==> config.mk <==
export PLATFORM = sky130hd
export DESIGN_NAME = tt_sweep_capture
export DESIGN_NICKNAME = d
export VERILOG_FILES = /design/src/rtl/tt_sweep_pkg.sv /design/src/rtl/tt_sweep_capture_tag_pipe.sv /design/src/rtl/tt_sweep_capture.sv
export SDC_FILE = /design/constraint.sdc
export NUM_CORES = 1
export LEC_CHECK = 0
export BUFFER_PORTS_ARGS = -buffer_cell sky130_fd_sc_hd__buf_2
export CAP_MARGIN = 15
export CORE_UTILIZATION = 45
export DETAILED_ROUTE_END_ITERATION = 8
export GPL_ROUTABILITY_DRIVEN = 0
export PLACE_DENSITY = 0.68
export SYNTH_ARGS = -nofsm -noshare
export SYNTH_HDL_FRONTEND = slang
export SYNTH_SLANG_ARGS = --single-unit
==> constraint.sdc <==
create_clock -name clk -period 2.4 [get_ports clk]
set_input_delay 0.48 -clock clk [delete_from_list [all_inputs] [get_ports clk]]
set_output_delay 0.48 -clock clk [all_outputs]
set_load 0.1 [all_outputs]
==> src/rtl/tt_sweep_pkg.sv <==
// Shared types and limits for the truth-table sweep/capture stage.
package tt_sweep_pkg;

    localparam int MAX_NUM_IN  = 6;
    localparam int MAX_DUT_LAT = 7;

    typedef enum logic [1:0] {
        IDLE  = 2'd0,
        DRIVE = 2'd1,
        DRAIN = 2'd2,
        HOLD  = 2'd3
    } state_e;

    function automatic int tt_w(input int n);
        return 32'sd1 << n;
    endfunction

endpackage

==> src/rtl/tt_sweep_capture_tag_pipe.sv <==
// Delay line for {valid, idx} tags that tracks minterms through the function's latency.
module tt_tag_pipe #(
    parameter int NUM_IN  = 4,
    parameter int DUT_LAT = 0
) (
    input  logic              clk,
    input  logic              rst,
    input  logic              in_valid,
    input  logic [NUM_IN-1:0] in_idx,
    output logic              out_valid,
    output logic [NUM_IN-1:0] out_idx
);

    generate
        if (DUT_LAT == 0) begin : g_pass
            logic unused_s;
            assign unused_s  = ^{clk, rst};
            assign out_valid = in_valid;
            assign out_idx   = in_idx;
        end else begin : g_pipe
            logic [DUT_LAT-1:0] vld_q, vld_d;
            logic [NUM_IN-1:0]  idx_q [DUT_LAT];
            logic [NUM_IN-1:0]  idx_d [DUT_LAT];

            // shift the tag one stage per clock
            always_comb begin
                vld_d[0] = in_valid;
                idx_d[0] = in_idx;
                for (int i = 1; i < DUT_LAT; i++) begin
                    vld_d[i] = vld_q[i-1];
                    idx_d[i] = idx_q[i-1];
                end
            end

            // tag registers, cleared so no stale tag survives a reset
            always_ff @(posedge clk or posedge rst) begin
                if (rst) begin
                    vld_q <= '0;
                    idx_q <= '{default: '0};
                end else begin
                    vld_q <= vld_d;
                    idx_q <= idx_d;
                end
            end

            assign out_valid = vld_q[DUT_LAT-1];
            assign out_idx   = idx_q[DUT_LAT-1];
        end
    endgenerate

endmodule

==> src/rtl/tt_sweep_capture.sv <==
// Sweeps all minterms into a function, captures y0 into a truth table, hands it off via valid/ready.
// Optional expected-table comparator enabled by defining TT_SWEEP_CMP_EN.
module tt_sweep_capture
    import tt_sweep_pkg::*;
#(
    parameter int  NUM_IN  = 4,
    parameter int  DUT_LAT = 0,
    localparam int TT_W    = tt_w(NUM_IN)
) (
    input  logic              clk,
    input  logic              rst,
    input  logic              start,
    output logic              busy,
    output logic [NUM_IN-1:0] x,
    input  logic              y0,
    output logic [TT_W-1:0]   tt,
    output logic              tt_valid,
    input  logic              tt_ready
`ifdef TT_SWEEP_CMP_EN
    ,
    input  logic [TT_W-1:0]   exp_tt,
    output logic              mismatch
`endif
);

    localparam logic [NUM_IN-1:0] X_LAST = {NUM_IN{1'b1}};

    state_e              state_q, state_d;
    logic [NUM_IN-1:0]   x_q, x_d;
    logic [TT_W-1:0]     tt_q, tt_d;
    logic                tt_valid_q, tt_valid_d;
    logic                busy_q, busy_d;
    logic                tag_valid_s;
    logic [NUM_IN-1:0]   tag_idx_s;

    tt_tag_pipe #(
        .NUM_IN  (NUM_IN),
        .DUT_LAT (DUT_LAT)
    ) u_tag_pipe (
        .clk       (clk),
        .rst       (rst),
        .in_valid  (state_q == DRIVE),
        .in_idx    (x_q),
        .out_valid (tag_valid_s),
        .out_idx   (tag_idx_s)
    );

    // next state, minterm counter and table capture
    always_comb begin
        state_d = state_q;
        x_d     = x_q;
        tt_d    = tt_q;
        if (tag_valid_s) begin
            tt_d[tag_idx_s] = y0;
        end else begin
            tt_d = tt_q;
        end
        case (state_q)
            IDLE: begin
                if (start) begin
                    state_d = DRIVE;
                    x_d     = '0;
                    tt_d    = '0;
                end else begin
                    state_d = IDLE;
                end
            end
            DRIVE: begin
                // with no latency the last sample lands on this same edge
                if (x_q == X_LAST) begin
                    state_d = (DUT_LAT == 0) ? HOLD : DRAIN;
                end else begin
                    x_d = x_q + {{(NUM_IN-1){1'b0}}, 1'b1};
                end
            end
            DRAIN: begin
                if (tag_valid_s && (tag_idx_s == X_LAST)) begin
                    state_d = HOLD;
                end else begin
                    state_d = DRAIN;
                end
            end
            HOLD: begin
                if (tt_ready) begin
                    state_d = IDLE;
                end else begin
                    state_d = HOLD;
                end
            end
            default: state_d = IDLE;
        endcase
        tt_valid_d = (state_d == HOLD);
        busy_d     = (state_d != IDLE);
    end

    // state and output registers
    always_ff @(posedge clk or posedge rst) begin
        if (rst) begin
            state_q    <= IDLE;
            x_q        <= '0;
            tt_q       <= '0;
            tt_valid_q <= 1'b0;
            busy_q     <= 1'b0;
        end else begin
            state_q    <= state_d;
            x_q        <= x_d;
            tt_q       <= tt_d;
            tt_valid_q <= tt_valid_d;
            busy_q     <= busy_d;
        end
    end

    assign x        = x_q;
    assign tt       = tt_q;
    assign tt_valid = tt_valid_q;
    assign busy     = busy_q;

`ifdef TT_SWEEP_CMP_EN
    logic mismatch_q, mismatch_d;

    // compare once on entry to HOLD, then freeze until the handshake
    always_comb begin
        mismatch_d = 1'b0;
        if (state_d == HOLD) begin
            mismatch_d = (state_q == HOLD) ? mismatch_q : (tt_d != exp_tt);
        end else begin
            mismatch_d = 1'b0;
        end
    end

    // mismatch flag register
    always_ff @(posedge clk or posedge rst) begin
        if (rst) begin
            mismatch_q <= 1'b0;
        end else begin
            mismatch_q <= mismatch_d;
        end
    end

    assign mismatch = mismatch_q;
`endif

endmodule

==> flow_summary.ini, run 1 <==
[floorplan]
die_w_um = 54.5
start_util = 0.488
fp-row-count = 18
die-area_sq_um = 2980
dieHeight_um = 54.5
boundaryPins = 27
core_area_sq_um = 2540

[global_routing]
grt_pass1_vias = 898
grt_util_met3 = 0.0611
antenna_found_initial = 0
overflow = 0
grt_max_degree = 25
gr-max-usage-layer = met2
use_met1 = 0.313
grt_usage = 0.218
grt_pass1_wl_mm = 4.46
grtUsageMet2 = 0.323

[worst_setup_path]
critical_path_buf_inv_count = 1
slowest_stage = dfrtp_1
path_cells = buf_2
worstPathArrival_ns = 1.43
critical-path-max-stage-delay_ns = 0.60
critPathTopFamily = flip-flops
critPathCaptureType = output pin
critPathLaunchType = register
critical_path_class = reg -> out
critical_path.max_fanout = 14
critPathRequiredTime_ns = 1.92

[clock_network]
numCtsBuffers = 3
ctsResizeCount = 0
clockBufferDepth = 2
clk_pin_slew_worst_paths_ns = 0.13
clock_latency_ns = 0.32
post_cts_buffers = 0
cts_tree = done
cts.hold.buffers_added = 0
cts_root_buf = clkbuf_4
numClockSinks = 24
ctsHtreeMaxLevel = 1

[detailed_routing]
routed_wl_mm = 2.69
avgRoutedWirePerCell_um = 14.9
via_count = 1043
drc = 0
drt_iter0_drc = 30
vias_per_cell = 5.76
ant_nets = 0
first_pass_iters = 4

[sta]
setup_viol = 0
rsz0062_at_grt = no
hold_viol = 0
worst_pin_slew_ns = 0.910
fmax_mhz = 522
finalWorstSetupSlack_ns = 0.486
min_period_ns = 1.91
setup_tns_ns = 0
post-route-period-util = 0.798
drv_slew = 0
max_slew_margin = 0.391
hold_slack_ns = 0.314
skew_ns = 0.00179

[final_layout]
diodes = 0
layout.area.seq_sq_um = 601
final.fill_count = 237
multi_input_area_sq_um = 574
syn_to_final_growth_pct = 12.8
nets = 161
layout_common_cells = buf_2, dfrtp_1, a21oi_1
layout-drive-gt1-share = 0.225
final_common_cell = buf_2
finalCoreUtilization = 0.551

[yosys]
syn_area_per_cell_sq_um = 9.63
yosysSeqAreaShare = 0.483
synth.area.top_cells = dfrtp_1, nand4_1, a21oi_1
yosysUniqueCellTypes = 29
yosysTopAreaCellShare = 0.483
syn_nets = 138
synthCells = 129
synth_top_cell_by_area = dfrtp_1
synth_area_sq_um = 1240
ys_ff_latch = 24
yosysWarnings = 0

[hold_path]
hp-class = in -> async

[job]
maxCapViolCount = 0

[placement]
io_buffers = 26
dp.final_hpwl_mm = 1.90
dpl_worst_slack_ns = 0.796

[outcome]
status = finished clean
-- final timing paths --
kind	from	to	slack (ns)	depth (start not counted)
hold / removal	rst	state_q[0]$_DFF_PP0_	0.31	2
setup / recovery	x[2]$_DFFE_PP0P_	x[2]	0.49	1
max in group asynchronous	rst	x[1]$_DFFE_PP0P_	1.55	2
hold reg to reg	tt[15]$_DFF_PP0_	tt[15]$_DFF_PP0_	0.54	2
min in group clk	tt_ready	state_q[0]$_DFF_PP0_	0.37	2
setup reg to reg	state_q[1]$_DFF_PP0_	tt[10]$_DFF_PP0_	0.74	2
-- flip-flops by register name, indices dropped and copies added (netlist names) --
name / count
x: 4
tt: 16
state_q: 2
tt_valid: 1
busy: 1
-- Yosys cell counts (all sizes together) --
cell    number
dfrtp       24
o21ai       19
a21oi       17
nand4       15
buf          8
nand2        5
ha           4
inv          4
nand3b       4
nor2b        4
a31oi        3
mux2i        3
nand3        3
and2         2
nand2b       2
nor2         2
a22oi        1
and3         1
clkbuf       1
nor3         1
nor3b        1
nor4         1
o21bai       1
o311ai       1
or2          1
or3b         1
-- stage by stage --
stage	cell area, sq um	std cells
floorplan	1240	129
global placement	1370	177
detailed placement	1370	177
CTS	1400	181
global route	1400	181
finish	1400	181
-- kinds of logic (layout without fill, tap and decap cells) --
| logic type | count (synthesis) | count (layout) | share of synthesized area |
|---|---|---|---|
| multiplexers | 3 | 3 | 0.0242 |
| buffers and inverters | 13 | 35 | 0.0544 |
| flip-flops | 24 | 24 | 0.483 |
| AO/OA/AOI/OAI | 42 | 42 | 0.179 |
| adder cells (fa/ha/maj) | 4 | 4 | 0.0403 |
| AND/OR/NAND/NOR | 43 | 43 | 0.219 |
-- layer usage --
metal	wire length [um]	vias to the layer above
met5	0	-
met2	1230	31
met1	1320	488
met3	123	4
li1	-	520
met4	24	0
-- area by class of cell --
cell class,instances,area share
Sequential cell,24,0.429
Tap cell,30,0.0268
Inverter,4,0.0107
Clock buffer,4,0.0259
Multi-Input combinational cell,92,0.410
Timing Repair Buffer,27,0.0982
Power of run 1 is not shown: default switching activity piles up to over one toggle a cycle in this logic, so the estimate is an artifact.
==> run 2, diff against run 1 <==
==> constraint.sdc (replaced) <==
create_clock -name clk -period 1.8 [get_ports clk]
set_input_delay 0.36 -clock clk [delete_from_list [all_inputs] [get_ports clk]]
set_output_delay 0.36 -clock clk [all_outputs]
set_load 0.1 [all_outputs]
==> flow_summary.ini, run 2 (synthesis gave the netlist of run 1 again) <==
[final_layout]
layout_common_cells = buf_2, dfrtp_1, a21oi_1
stdcell_area_sq_um = 1420
diodes = 0
layout-drive-gt1-share = 0.255
final_common_cell = buf_2
nets = 163
syn_to_final_growth_pct = 14.5
largest_reg_flops = 16

[worst_setup_path]
critPathRequiredTime_ns = 1.44
worstPathArrival_ns = 1.31
critical_path_buf_inv_count = 1
critPathCaptureType = output pin
critical_path.max_fanout = 14
critPathTopFamily = flip-flops
slowest_stage = dfrtp_1
reg2reg_depth = 4
crit_cells = 1
critPathLaunch = x[3]$_DFFE_PP0P_
critical_path_class = reg -> out
critPathLaunchType = register
critical-path-max-stage-delay_ns = 0.58
r2r-start = x[0]$_DFFE_PP0P_
path_cells = clkbuf_4

[clock_network]
clk_pin_slew_worst_paths_ns = 0.13
cts.hold.buffers_added = 0
ctsHtreeMaxLevel = 1
numCtsBuffers = 3
numClockSinks = 24
clockBufferDepth = 2
clock_latency_ns = 0.31
cts_tree = done
cts_root_buf = clkbuf_4

[global_routing]
grt_pass1_wl_mm = 4.47
antenna_found_initial = 0
grt_max_degree = 25
overflow = 0
grt_usage = 0.211
grt_pass1_vias = 952

[sta]
drv_slew = 0
setup_tns_ns = 0
setup_viol = 0
fmax_mhz = 598
hold_slack_ns = 0.0608
max_slew_margin = 0.675
min_period_ns = 1.67
rsz0062_at_grt = no
hold_viol = 0
post-route-period-util = 0.929
skew_ns = 0.00362
worst_pin_slew_ns = 0.490

[placement]
dp.final_hpwl_mm = 1.96
postPlaceCellArea_sq_um = 1380
io_buffers = 26

[floorplan]
start_util = 0.488
die_w_um = 54.5
dieHeight_um = 54.5
fp-row-count = 18
core_area_sq_um = 2540
boundaryPins = 27
die-area_sq_um = 2980

[outcome]
status = finished clean

[detailed_routing]
vias_per_cell = 5.92
routed_wl_mm = 2.69
avgRoutedWirePerCell_um = 14.7
drt_iter0_drc = 28
ant_nets = 0
first_pass_iters = 4
drc = 0
via_count = 1083

[job]
maxCapViolCount = 0

[hold_path]
hp-class = in -> async
## run 2: changes by cell type in the layout (fill, tap and decap cells not counted)
cell | before | now
dfrtp_1 | 24 | 21
dfrtp_2 | 0 | 3
buf_4 | 1 | 3
buf_2 | 26 | 25
clkbuf_4 | 3 | 4
## run 2: final timing paths
check / slack (ns) / to
max in group asynchronous: 1.49 / x[2]$_DFFE_PP0P_
min in group clk: 0.25 / state_q[0]$_DFF_PP0_
hold reg to reg: 0.53 / tt[15]$_DFF_PP0_
setup / recovery: 0.13 / x[3]
setup reg to reg: 0.25 / x[3]$_DFFE_PP0P_
hold / removal: 0.06 / state_q[1]$_DFF_PP0_
## run 2: routing by layer
layer | routed length [um] | global-route usage
met1 | 1300 | 0.285
met2 | 1260 | 0.343
met3 | 106 | 0.0583
met4 | 15 | 0.0256
met5 | 0 | 0
## run 2: cell type report
cell class                 instances  area (sq um)
clock buffer                       4          36.3
fill                             234          1120
inverter                           4          15.0
multi-input combinational         92           574
sequential                        24           604
tap                               30          37.5
timing repair buffer              29           155
## run 2: through the flow
stage / util / setup slack, ns / instances
2_1_floorplan: - / 0.00900 / 129
3_3_place_gp: 0.544 / 0.336 / 179
3_5_place_dp: 0.544 / 0.281 / 179
4_1_cts: 0.558 / 0.0385 / 183
5_1_grt: 0.559 / 0.0647 / 183
6_report: 0.559 / 0.127 / 183
## run 2: timing repair
| item | 4_1_cts | 5_1_grt |
|---|---|---|
| endpoints found under the setup margin | 0 | 1 |
| resized for setup | 0 | 1 |
| buffers inserted | 0 | 0 |
Power of run 2 is left out for the same reason.
==> run 3, diff against run 2 <==
--- a/config.mk
+++ b/config.mk
@@ -7,6 +7,7 @@
 export LEC_CHECK = 0
 export BUFFER_PORTS_ARGS = -buffer_cell sky130_fd_sc_hd__buf_2
 export CAP_MARGIN = 15
+export CORE_MARGIN = 5
 export CORE_UTILIZATION = 45
 export DETAILED_ROUTE_END_ITERATION = 8
 export GPL_ROUTABILITY_DRIVEN = 0
==> flow_summary.ini, run 3 (synthesis gave the netlist of run 1 again) <==
[outcome]
status = finished clean

[sta]
min_period_ns = 1.68
worst_pin_slew_ns = 0.490
drv_slew = 0
setup_viol = 0
setup_tns_ns = 0
max_slew_margin = 0.674
post-route-period-util = 0.936
hold_viol = 0
fmax_mhz = 594
skew_ns = 0.0104
rsz0062_at_grt = no

[final_layout]
syn_to_final_growth_pct = 14.6
nets = 163
layout_common_cells = buf_2, dfrtp_1, a21oi_1
largest_reg_flops = 16
layout-drive-gt1-share = 0.255
diodes = 0
multi_input_area_sq_um = 574
final.fill_count = 261
final_common_cell = buf_2
layout.area.seq_sq_um = 604

[detailed_routing]
avgRoutedWirePerCell_um = 15.6
first_pass_iters = 4
vias_per_cell = 5.80
via_count = 1068
drt_iter0_drc = 33
routed_wl_mm = 2.88
ant_nets = 0
drc = 0

[clock_network]
cts_root_buf = clkbuf_4
numClockSinks = 24
post_cts_buffers = 0
cts.hold.buffers_added = 0
clockBufferDepth = 2
ctsHtreeMaxLevel = 1
clk_pin_slew_worst_paths_ns = 0.13
cts_tree = done
numCtsBuffers = 3
clock_latency_ns = 0.32

[global_routing]
gr-max-usage-layer = met2
grt_usage = 0.157
grt_pass1_vias = 1068
antenna_found_initial = 0
grt_util_met3 = 0.0324
use_met1 = 0.206
grt_pass1_wl_mm = 5.13
grt_max_degree = 25
grtUsageMet2 = 0.250
overflow = 0

[worst_setup_path]
critical_path_buf_inv_count = 1
path_cells = clkbuf_4
critical_path.max_fanout = 14
critical-path-max-stage-delay_ns = 0.59
critPathCaptureType = output pin
r2r-start = x[0]$_DFFE_PP0P_
slowest_stage = dfrtp_1
critPathRequiredTime_ns = 1.44
critPathTopFamily = flip-flops
critPathLaunch = x[3]$_DFFE_PP0P_
critPathLaunchType = register
worstPathArrival_ns = 1.32
critical_path_class = reg -> out

[floorplan]
die-area_sq_um = 3910
fp-row-count = 19
boundaryPins = 27
die_w_um = 62.5
start_util = 0.458
core_area_sq_um = 2710
dieHeight_um = 62.5

[placement]
io_buffers = 26
dp.final_hpwl_mm = 2.08

[job]
maxCapViolCount = 0

[hold_path]
hp-class = in -> async
## run 3: layout make-up
cell class | instances | area share
inverters | 4 | 0.0105
multi-input cells | 92 | 0.403
clock buffers | 4 | 0.0255
well taps | 31 | 0.0272
repair buffers | 29 | 0.109
flip-flops and latches | 24 | 0.424
## run 3: layer usage
layer / vias to the layer above / part of all wire
met2: 37 / 0.48
met4: 0 / 0.014
met1: 502 / 0.46
li1: 524 / -
met3: 5 / 0.047
met5: - / 0
## run 3: path summary, 6_finish.rpt
kind	depth (start not counted)	slack, ns	endpoint
max	1	0.12	x[3]
min	3	0.05	tt[4]$_DFF_PP0_
max reg2reg	4	0.27	x[3]$_DFFE_PP0P_
min reg2reg	2	0.53	tt[15]$_DFF_PP0_
max in group asynchronous	3	1.49	x[0]$_DFFE_PP0P_
min in group clk	2	0.27	state_q[0]$_DFF_PP0_
## run 3: worst min-delay path, stage by stage
cell and delay, ns:
buf_2 0.09, inv_1 0.04, buf_4 0.29
## run 3: timing repair
action,4_1_cts,5_1_grt
setup endpoints to repair,0,1
gates resized for setup,0,1
endpoints found under the hold margin,0,0
## run 3: per-stage QoR
step | instance area (sq um) | hold slack (ns) | utilization | setup slack [ns] | std cells
after global routing | 1420 | 0.0888 | 0.525 | 0.0107 | 184
final | 1420 | 0.0542 | 0.525 | 0.116 | 184
after detailed placement | 1390 | 0.428 | 0.511 | 0.293 | 180
after floorplan | 1250 | 0.374 | - | 0.00900 | 129
after CTS | 1420 | 0.0634 | 0.524 | 0.0269 | 184
after global placement | 1390 | 0.411 | 0.511 | 0.339 | 180
Power of run 3 is left out for the same reason.
